## src/rtl/cv32e40s_pkg.sv

```systemverilog
// ============================================================================
//  Module      : cv32e40s_pkg
//  Description : Shared types and integrity helpers for the instruction OBI
//                port. The responder and the core-side checker both use
//                calc_instr_achk and calc_rchk.
//  Revision    : 1.0 - initial release
// ============================================================================
`default_nettype none

package cv32e40s_pkg;

    localparam int OBI_ADDR_W = 32;
    localparam int OBI_DATA_W = 32;
    localparam int OBI_ACHK_W = 12;
    localparam int OBI_RCHK_W = 5;

    // One granted transfer waiting for its memory read
    typedef struct packed {
        logic [31:2] addr;
        logic        achk_err;
    } obi_resp_fifo_entry_t;

    // Every A-channel field that must stay stable while a request waits
    typedef struct packed {
        logic [31:0] addr;
        logic [2:0]  prot;
        logic [1:0]  memtype;
        logic        dbg;
        logic [11:0] achk;
    } obi_instr_achan_t;

    // Instruction fetches never write: wdata=0, atop=0, be=4'hF, we=0 are fixed
    function automatic logic [11:0] calc_instr_achk(
        input logic [31:0] addr,
        input logic [2:0]  prot,
        input logic [1:0]  memtype,
        input logic        dbg
    );
        logic [31:0] a;
        logic [11:0] achk;
        a          = addr & 32'hFFFF_FFFC;
        achk       = '0;
        achk[6]    = ~dbg;
        achk[5]    = ~^{4'hF, 1'b0};
        achk[4]    = ~^{prot, memtype};
        achk[3]    = ^a[31:24];
        achk[2]    = ^a[23:16];
        achk[1]    = ^a[15:8];
        achk[0]    = ^a[7:0];
        return achk;
    endfunction

    // exokay is always 0 on this port
    function automatic logic [4:0] calc_rchk(
        input logic [31:0] rdata,
        input logic        err
    );
        return {^{err, 1'b0}, ^rdata[31:24], ^rdata[23:16], ^rdata[15:8], ^rdata[7:0]};
    endfunction

endpackage

`default_nettype wire

```

## src/rtl/cv32e40s_instr_obi_responder_if.sv

```systemverilog
// ============================================================================
//  Module      : cv32e40s_instr_obi_responder_if
//  Description : Instruction OBI A/R channel bundle with Xsecure integrity.
//                master: core side (drives req/A fields)
//                slave : responder side (drives gnt and the R channel)
//  Revision    : 1.0 - initial release
// ============================================================================
`default_nettype none

interface cv32e40s_instr_obi_responder_if;
    import cv32e40s_pkg::*;

    logic                  req;
    logic                  reqpar;
    logic [OBI_ADDR_W-1:0] addr;
    logic [2:0]            prot;
    logic [1:0]            memtype;
    logic                  dbg;
    logic [OBI_ACHK_W-1:0] achk;
    logic                  gnt;
    logic                  gntpar;
    logic                  rvalid;
    logic                  rvalidpar;
    logic [OBI_DATA_W-1:0] rdata;
    logic                  err;
    logic [OBI_RCHK_W-1:0] rchk;

    modport master (
        output req, reqpar, addr, prot, memtype, dbg, achk,
        input  gnt, gntpar, rvalid, rvalidpar, rdata, err, rchk
    );

    modport slave (
        input  req, reqpar, addr, prot, memtype, dbg, achk,
        output gnt, gntpar, rvalid, rvalidpar, rdata, err, rchk
    );
endinterface

`default_nettype wire

```

## src/rtl/cv32e40s_obi_resp_fifo.sv

```systemverilog
// ============================================================================
//  Module      : cv32e40s_obi_resp_fifo
//  Description : Parameterised synchronous FIFO (DEPTH >= 1).
//                Ports: push_i/din_i, pop_i/dout_o (head, show-ahead),
//                full_o, empty_o, count_o.
//  Revision    : 1.0 - initial release
// ============================================================================
`default_nettype none

module cv32e40s_obi_resp_fifo #(
    parameter int DEPTH = 2,
    parameter int WIDTH = 31
) (
    input  wire logic                           clk,
    input  wire logic                           rst,
    input  wire logic                           push_i,
    input  wire logic [WIDTH-1:0]               din_i,
    input  wire logic                           pop_i,
    output logic      [WIDTH-1:0]               dout_o,
    output logic                                full_o,
    output logic                                empty_o,
    output logic      [$clog2(DEPTH+1)-1:0]     count_o
);
    localparam int PTR_W = (DEPTH > 1) ? $clog2(DEPTH) : 1;
    localparam int CNT_W = $clog2(DEPTH + 1);

    logic [WIDTH-1:0] mem_q [DEPTH];
    logic [PTR_W-1:0] rd_ptr_q, rd_ptr_d;
    logic [PTR_W-1:0] wr_ptr_q, wr_ptr_d;
    logic [CNT_W-1:0] count_q, count_d;
    logic             do_push, do_pop;

    function automatic logic [PTR_W-1:0] ptr_inc(input logic [PTR_W-1:0] p);
        return (p == PTR_W'(DEPTH - 1)) ? '0 : p + 1'b1;
    endfunction

    assign full_o  = (count_q == CNT_W'(DEPTH));
    assign empty_o = (count_q == '0);
    assign count_o = count_q;
    assign dout_o  = mem_q[rd_ptr_q];
    assign do_push = push_i && !full_o;
    assign do_pop  = pop_i && !empty_o;

    always_comb begin
        rd_ptr_d = rd_ptr_q;
        wr_ptr_d = wr_ptr_q;
        count_d  = count_q;
        if (do_push) wr_ptr_d = ptr_inc(wr_ptr_q);
        if (do_pop)  rd_ptr_d = ptr_inc(rd_ptr_q);
        case ({do_push, do_pop})
            2'b10:   count_d = count_q + 1'b1;
            2'b01:   count_d = count_q - 1'b1;
            default: count_d = count_q;
        endcase
    end

    always_ff @(posedge clk) begin
        if (rst) begin
            rd_ptr_q <= '0;
            wr_ptr_q <= '0;
            count_q  <= '0;
        end else begin
            rd_ptr_q <= rd_ptr_d;
            wr_ptr_q <= wr_ptr_d;
            count_q  <= count_d;
        end
    end

    // Storage needs no reset: entries are only read while count_q says they are valid
    always_ff @(posedge clk) begin
        if (do_push) mem_q[wr_ptr_q] <= din_i;
    end
endmodule

`default_nettype wire

```

## src/rtl/cv32e40s_instr_obi_responder.sv

```systemverilog
// ============================================================================
//  Module      : cv32e40s_instr_obi_responder
//  Description : Slave end of the instruction OBI port with Xsecure integrity.
//                Checks reqpar/achk, grants into an in-order FIFO, reads a
//                synchronous memory and returns rdata/err with rvalidpar/rchk.
//  Ports       : clk, rst (sync, active-high); obi (slave modport, A+R ch);
//                gnt_stall_i, resp_stall_i (back-pressure); mem_re_o,
//                mem_addr_o, mem_rdata_i, mem_err_i (memory, 1-cycle read);
//                protocol_err_o (sticky violation flag).
//  Option      : CV32E40S_OBI_RESP_FAULT_INJ_EN adds fault_i[2:0] which
//                inverts gntpar_o / rvalidpar_o / rchk_o[0] (during rvalid).
//  Revision    : 1.0 - initial release
// ============================================================================
`default_nettype none

module cv32e40s_instr_obi_responder
    import cv32e40s_pkg::*;
#(
    parameter int MAX_OUTSTANDING = 2,
    parameter bit ERR_ON_ACHK     = 1'b1
) (
    input  wire logic                 clk,
    input  wire logic                 rst,
    cv32e40s_instr_obi_responder_if.slave obi,
    input  wire logic                 gnt_stall_i,
    input  wire logic                 resp_stall_i,
    output logic                      mem_re_o,
    output logic [29:0]               mem_addr_o,
    input  wire logic [31:0]          mem_rdata_i,
    input  wire logic                 mem_err_i,
    output logic                      protocol_err_o
`ifdef CV32E40S_OBI_RESP_FAULT_INJ_EN
    ,
    input  wire logic [2:0]           fault_i
`endif
);
    localparam int CNT_W   = $clog2(MAX_OUTSTANDING + 1);
    localparam int ENTRY_W = $bits(obi_resp_fifo_entry_t);

    obi_resp_fifo_entry_t push_entry, head;
    logic [ENTRY_W-1:0]   fifo_dout;
    logic                 fifo_full, fifo_empty;
    logic [CNT_W-1:0]     fifo_count;
    logic                 gnt, mem_re, achk_mismatch, violation;
    obi_instr_achan_t     achan;
    logic [31:0]          rdata;
    logic                 err;
    logic [4:0]           rchk;
    logic [2:0]           fault;

    // Stage-2 and protocol-tracking state
    logic                 rvalid_q, rvalid_d;
    logic                 kill_q, kill_d;
    logic                 hold_q, hold_d;
    obi_instr_achan_t     achan_q, achan_d;
    logic                 perr_q, perr_d;

`ifdef CV32E40S_OBI_RESP_FAULT_INJ_EN
    assign fault = fault_i;
`else
    assign fault = 3'b000;
`endif

    assign achan         = '{addr: obi.addr, prot: obi.prot, memtype: obi.memtype,
                             dbg: obi.dbg, achk: obi.achk};
    assign achk_mismatch = obi.req &&
                           (calc_instr_achk(obi.addr, obi.prot, obi.memtype, obi.dbg) != obi.achk);

    // The grant ignores a same-cycle pop, so a full FIFO never grants
    assign gnt        = !rst && obi.req && !gnt_stall_i && !fifo_full &&
                        (fifo_count < CNT_W'(MAX_OUTSTANDING));
    assign push_entry = '{addr: obi.addr[31:2], achk_err: achk_mismatch};

    assign head       = obi_resp_fifo_entry_t'(fifo_dout);
    assign mem_re     = !rst && !fifo_empty && !resp_stall_i;
    assign mem_re_o   = mem_re;
    assign mem_addr_o = head.addr;

    cv32e40s_obi_resp_fifo #(
        .DEPTH (MAX_OUTSTANDING),
        .WIDTH (ENTRY_W)
    ) u_fifo (
        .clk     (clk),
        .rst     (rst),
        .push_i  (gnt),
        .din_i   (push_entry),
        .pop_i   (mem_re),
        .dout_o  (fifo_dout),
        .full_o  (fifo_full),
        .empty_o (fifo_empty),
        .count_o (fifo_count)
    );

    always_comb begin
        rvalid_d  = mem_re;
        kill_d    = head.achk_err && ERR_ON_ACHK;
        hold_d    = obi.req && !gnt;
        achan_d   = achan;
        // A waiting request must keep req high and every A field stable
        violation = (obi.reqpar == obi.req) || achk_mismatch ||
                    (hold_q && (!obi.req || (achan != achan_q)));
        perr_d    = perr_q || violation;
    end

    always_ff @(posedge clk) begin
        if (rst) begin
            rvalid_q <= 1'b0;
            kill_q   <= 1'b0;
            hold_q   <= 1'b0;
            achan_q  <= '0;
            perr_q   <= 1'b0;
        end else begin
            rvalid_q <= rvalid_d;
            kill_q   <= kill_d;
            hold_q   <= hold_d;
            achan_q  <= achan_d;
            perr_q   <= perr_d;
        end
    end

    // Memory data arrives combinationally in stage 2; a bad-achk transfer returns zero data
    assign rdata = (rvalid_q && !kill_q) ? mem_rdata_i : 32'h0;
    assign err   = rvalid_q && (mem_err_i || kill_q);
    assign rchk  = rvalid_q ? calc_rchk(rdata, err) : 5'b0;

    assign obi.gnt       = gnt;
    assign obi.gntpar    = !gnt ^ fault[0];
    assign obi.rvalid    = rvalid_q;
    assign obi.rvalidpar = !rvalid_q ^ fault[1];
    assign obi.rdata     = rdata;
    assign obi.err       = err;
    assign obi.rchk      = rchk ^ {4'b0, fault[2] && rvalid_q};
    assign protocol_err_o = perr_q;
endmodule

`default_nettype wire
```

## src/flat_wrapper.sv

```systemverilog
// flat-port wrapper written by rule: the top's interface ports become plain ports
module cv32e40s_instr_obi_responder_flat import cv32e40s_pkg::*;
#(
    parameter int MAX_OUTSTANDING = 2,
    parameter bit ERR_ON_ACHK     = 1'b1
)
  (clk, rst, gnt_stall_i, resp_stall_i, mem_re_o, mem_addr_o, mem_rdata_i, mem_err_i, protocol_err_o, obi_req, obi_reqpar, obi_addr, obi_prot, obi_memtype, obi_dbg, obi_achk, obi_gnt, obi_gntpar, obi_rvalid, obi_rvalidpar, obi_rdata, obi_err, obi_rchk);
  cv32e40s_instr_obi_responder_if obi_i ();
  input  wire logic clk;
  input  wire logic rst;
  input  wire logic gnt_stall_i;
  input  wire logic resp_stall_i;
  output logic mem_re_o;
  output logic [29:0] mem_addr_o;
  input  wire logic [31:0] mem_rdata_i;
  input  wire logic mem_err_i;
  output logic protocol_err_o;
  input wire logic [$bits(obi_i.req)-1:0] obi_req;
  input wire logic [$bits(obi_i.reqpar)-1:0] obi_reqpar;
  input wire logic [$bits(obi_i.addr)-1:0] obi_addr;
  input wire logic [$bits(obi_i.prot)-1:0] obi_prot;
  input wire logic [$bits(obi_i.memtype)-1:0] obi_memtype;
  input wire logic [$bits(obi_i.dbg)-1:0] obi_dbg;
  input wire logic [$bits(obi_i.achk)-1:0] obi_achk;
  output wire logic [$bits(obi_i.gnt)-1:0] obi_gnt;
  output wire logic [$bits(obi_i.gntpar)-1:0] obi_gntpar;
  output wire logic [$bits(obi_i.rvalid)-1:0] obi_rvalid;
  output wire logic [$bits(obi_i.rvalidpar)-1:0] obi_rvalidpar;
  output wire logic [$bits(obi_i.rdata)-1:0] obi_rdata;
  output wire logic [$bits(obi_i.err)-1:0] obi_err;
  output wire logic [$bits(obi_i.rchk)-1:0] obi_rchk;
  assign obi_i.req = obi_req;
  assign obi_i.reqpar = obi_reqpar;
  assign obi_i.addr = obi_addr;
  assign obi_i.prot = obi_prot;
  assign obi_i.memtype = obi_memtype;
  assign obi_i.dbg = obi_dbg;
  assign obi_i.achk = obi_achk;
  assign obi_gnt = obi_i.gnt;
  assign obi_gntpar = obi_i.gntpar;
  assign obi_rvalid = obi_i.rvalid;
  assign obi_rvalidpar = obi_i.rvalidpar;
  assign obi_rdata = obi_i.rdata;
  assign obi_err = obi_i.err;
  assign obi_rchk = obi_i.rchk;
  cv32e40s_instr_obi_responder #(.MAX_OUTSTANDING(MAX_OUTSTANDING), .ERR_ON_ACHK(ERR_ON_ACHK)) u_core (.clk(clk), .rst(rst), .obi(obi_i), .gnt_stall_i(gnt_stall_i), .resp_stall_i(resp_stall_i), .mem_re_o(mem_re_o), .mem_addr_o(mem_addr_o), .mem_rdata_i(mem_rdata_i), .mem_err_i(mem_err_i), .protocol_err_o(protocol_err_o));
endmodule
```

## config.mk

```make
export PLATFORM = sky130hd
export DESIGN_NAME = cv32e40s_instr_obi_responder_flat
export DESIGN_NICKNAME = d
export VERILOG_FILES = /design/src/rtl/cv32e40s_pkg.sv /design/src/rtl/cv32e40s_instr_obi_responder_if.sv /design/src/rtl/cv32e40s_obi_resp_fifo.sv /design/src/rtl/cv32e40s_instr_obi_responder.sv /design/src/flat_wrapper.sv
export SDC_FILE = /design/constraint.sdc
export NUM_CORES = 1
export LEC_CHECK = 0
export BUFFER_PORTS_ARGS = -buffer_cell sky130_fd_sc_hd__buf_4
export CAP_MARGIN = 10
export CORE_MARGIN = 10
export CORE_UTILIZATION = 35
export DETAILED_ROUTE_END_ITERATION = 12
export SYNTH_ARGS = -nofsm -noshare
export SYNTH_HDL_FRONTEND = slang
export SYNTH_HIERARCHICAL = 1
export SYNTH_SLANG_ARGS = --single-unit
```

## constraint.sdc

```tcl
create_clock -name clk -period 2.7 [get_ports clk]
set_input_delay 0.27 -clock clk [delete_from_list [all_inputs] [get_ports clk]]
set_output_delay 0.27 -clock clk [all_outputs]
set_load 0.01 [all_outputs]
```

==> metrics <==
hpwl dp=10,300 um; delay of the slowest cell on the worst path=420 ps; core area=15,090 sq um; DR WL/cell=17.06 um; Clk Latency, worst-skew pair=410 ps; Worst EP required=2800 ps; maximum vdd drop=0.4371 mV; GRT overflow=0; # rows=45; Post-Syn Nets=517; Fin. Hold Viols=0; Synth cell types=35; root buffer selected by CTS=clkbuf_16; sequential share of the synthesized area=0.5672; run status=complete, no violations; Min Clock Period, post-route=2158 ps; Post-Route WL=13,660 um; number of detailed-routing iterations run before antenna repair=4; fill count=1,369; Syn Area/Cell=12.56 sq um; Port Buffers=162; CTS tree=built; vias per std cell=4.427; clock sinks=121; Critical Path End Type=flip-flop; CP most frequent cell=inv_1; cell taking the most area after synthesis=edfxtp_1; placed cell count=769; sequential fraction of design power=0.406; post-CTS setup buffers=0; sw frac=0.2112; Post-Synthesis Cells=427; Ant. Diodes=0; Logic pwr share=0.114; CTS Buf Count=17; RSZ-0062 raised after global routing=no; Mapped Area=5365 sq um; area of the die=20,680 sq um; initial antenna violation count=0; part of the power in the clock network=0.480; Final Cycle Share=0.7992; Worst-path clk slew=50 ps; height of the die=143.8 um; CP Launch Type=flip-flop; clock buffer depth=2; CP max FO=31; grt peak-use layer=met2; Via Count=3,546; crit path max-delay cell type=dfxtp_1; synth warn=6; initial drt markers=139; Setup CP Type=reg2reg; global-route wire length before repair=20,430 um; fin. max-slew vios=0; Synth top area share=0.3470; pwr/cell area=669.4 nW/um^2; vias in the first global route=3,766; cts repair resizes=0; GR Util met3=0.03993; GRT Util Overall=0.1303; Worst-Margin Slew=630.0 ps; Hold Crit Class=in2reg; clock skew=5.357 ps; Post-synth EDFFs=62; max frequency=463.4 MHz; crit-path cells=nand2b_2 -> inv_2 -> nor3_1 -> nand2b_1 -> inv_1 -> inv_1 -> or3_1 -> inv_1 -> buf_12; effective utilization at floorplan=0.3556; final setup TNS=0 ps; Max-Cap Viols=0; P_int=3930 uW; IO Pins=163; Post-DRT Antenna Nets=0; # nets final=690; Residual DRC=0; leading post-synthesis cells by cell area=edfxtp_1 35%, dfxtp_1 22%, xnor2_1 10%, xor2_1 6.7%, mux2_2 6.5%; largest net degree at the start of global routing=59; final setup fails=0; layout cells sized above 1=0.3768; synthesis-to-layout area growth=38.71%; met1 GRT Util=0.1542; met2 usage=0.2185; CTS HTree Levels=4; Switch Pwr=1052 uW; FF+latch count, synth=121; RD Place Congestion=0.7889; Lkg Pwr=0.003032 uW; die width=143.8 um; Primary FF master, synth=edfxtp_1; Final Non-Filler Cells=801; # hold bufs at CTS=0; asr flop ratio synth=0; Commonest cells post-synth=62 x edfxtp_1, 62 x xnor2_1, 59 x dfxtp_1; slew margin rel.=0.5800; Crit path arrival time=2250 ps
## stage by stage
stage	instance area [sq um]	hold WS (ps)	total power [uW]	utilization	setup slack [ps]
final	7442	35.31	4982	0.4932	542.1
after global routing	7442	21.76	5167	0.4932	432.5
after CTS	7442	21.30	5027	0.4932	552.3
after detailed placement	6810	456.9	2632	0.4513	564.3
after global placement	6810	451.9	2624	0.4513	664.8
after floorplan	5365	339.1	2373	-	196.2
## worst max-delay path, delay by kind of cell, from the launching register on
| kind | cells | cell delay [ps] |
|---|---|---|
| buf+inv | 5 | 510 |
| flops | 1 | 420 |
| simple gates | 4 | 870 |
## state kept, by name, indices dropped and copies added, names as in the netlist, named ones only
signal,flops
u_core/u_fifo/wr_ptr_q,1
u_core/hold_q,1
u_core/kill_q,1
u_core/achan_q,50
u_core/obi.rvalid,1
u_core/protocol_err_o,1
u_core/u_fifo/mem_q,62
u_core/u_fifo/count_o,2
u_core/u_fifo/rd_ptr_q,1
## area by class of cell
type	instances	area (sq um)	area share
inverters	10	37.54	0.005044
repair buffers	167	1266	0.1701
clock inverters	15	206.4	0.02774
flip-flops and latches	121	3043	0.4089
well taps	188	235.2	0.03161
clock buffers	17	425.4	0.05716
multi-input cells	283	2228	0.2994
## cells by family (layout without fill, tap and decap cells)
| logic type | Yosys count | in the layout | share of synthesized area |
|---|---|---|---|
| AO/OA/AOI/OAI | 13 | 13 | 0.01563 |
| multiplexers | 31 | 31 | 0.06506 |
| adder cells (fa/ha/maj) | 1 | 1 | 0.002332 |
| buffers and inverters | 23 | 209 | 0.01749 |
| flip-flops | 121 | 121 | 0.5672 |
| AND/OR/NAND/NOR | 130 | 130 | 0.1432 |
| XOR/XNOR | 108 | 108 | 0.1891 |
## cells in the final DEF, fill, tap and decap left out, types with 5 or more instances in the layout
| cell type | instances |
|---|---|
| clkinv_2 | 5 |
| edfxtp_1 | 62 |
| buf_4 | 166 |
| and2_1 | 32 |
| xor2_1 | 41 |
| dfxtp_1 | 59 |
| xnor3_1 | 5 |
| bufinv_16 | 5 |
| nand4_1 | 8 |
| mux2_2 | 31 |
| clkbuf_16 | 17 |
| xnor2_1 | 62 |
| nor4_1 | 7 |
| nor2b_1 | 48 |
| nor2_1 | 18 |
| inv_1 | 9 |
## layer usage
metal / vias up / routed length, um
met2: 72 / 7097
met4: 0 / 150
met5: - / 0
met3: 14 / 639
met1: 1676 / 5774
li1: 1784 / -
## final timing paths
path | cells past startpoint | end | start | slack [ps]
min reg2reg | 2 | u_core/u_fifo/rd_ptr_q | u_core/u_fifo/rd_ptr_q | 520
max | 9 | u_core/u_fifo/mem_q[0][4] | u_core/u_fifo/count_o[0] | 540
min | 2 | u_core/obi.rvalid | resp_stall_i | 40
max reg2reg | 9 | u_core/u_fifo/mem_q[0][4] | u_core/u_fifo/count_o[0] | 540
## power groups by stage
| stage | registers [uW] | clock network (uW) | logic [uW] |
|---|---|---|---|
| floorplan | 2060 | 0 | 316 |
| global placement | 2060 | 0 | 566 |
| detailed placement | 2060 | 0 | 572 |
| CTS | 2020 | 2430 | 579 |
| global route | 2030 | 2520 | 621 |
| finish | 2020 | 2390 | 569 |
Power figures use the tool's default switching activity.
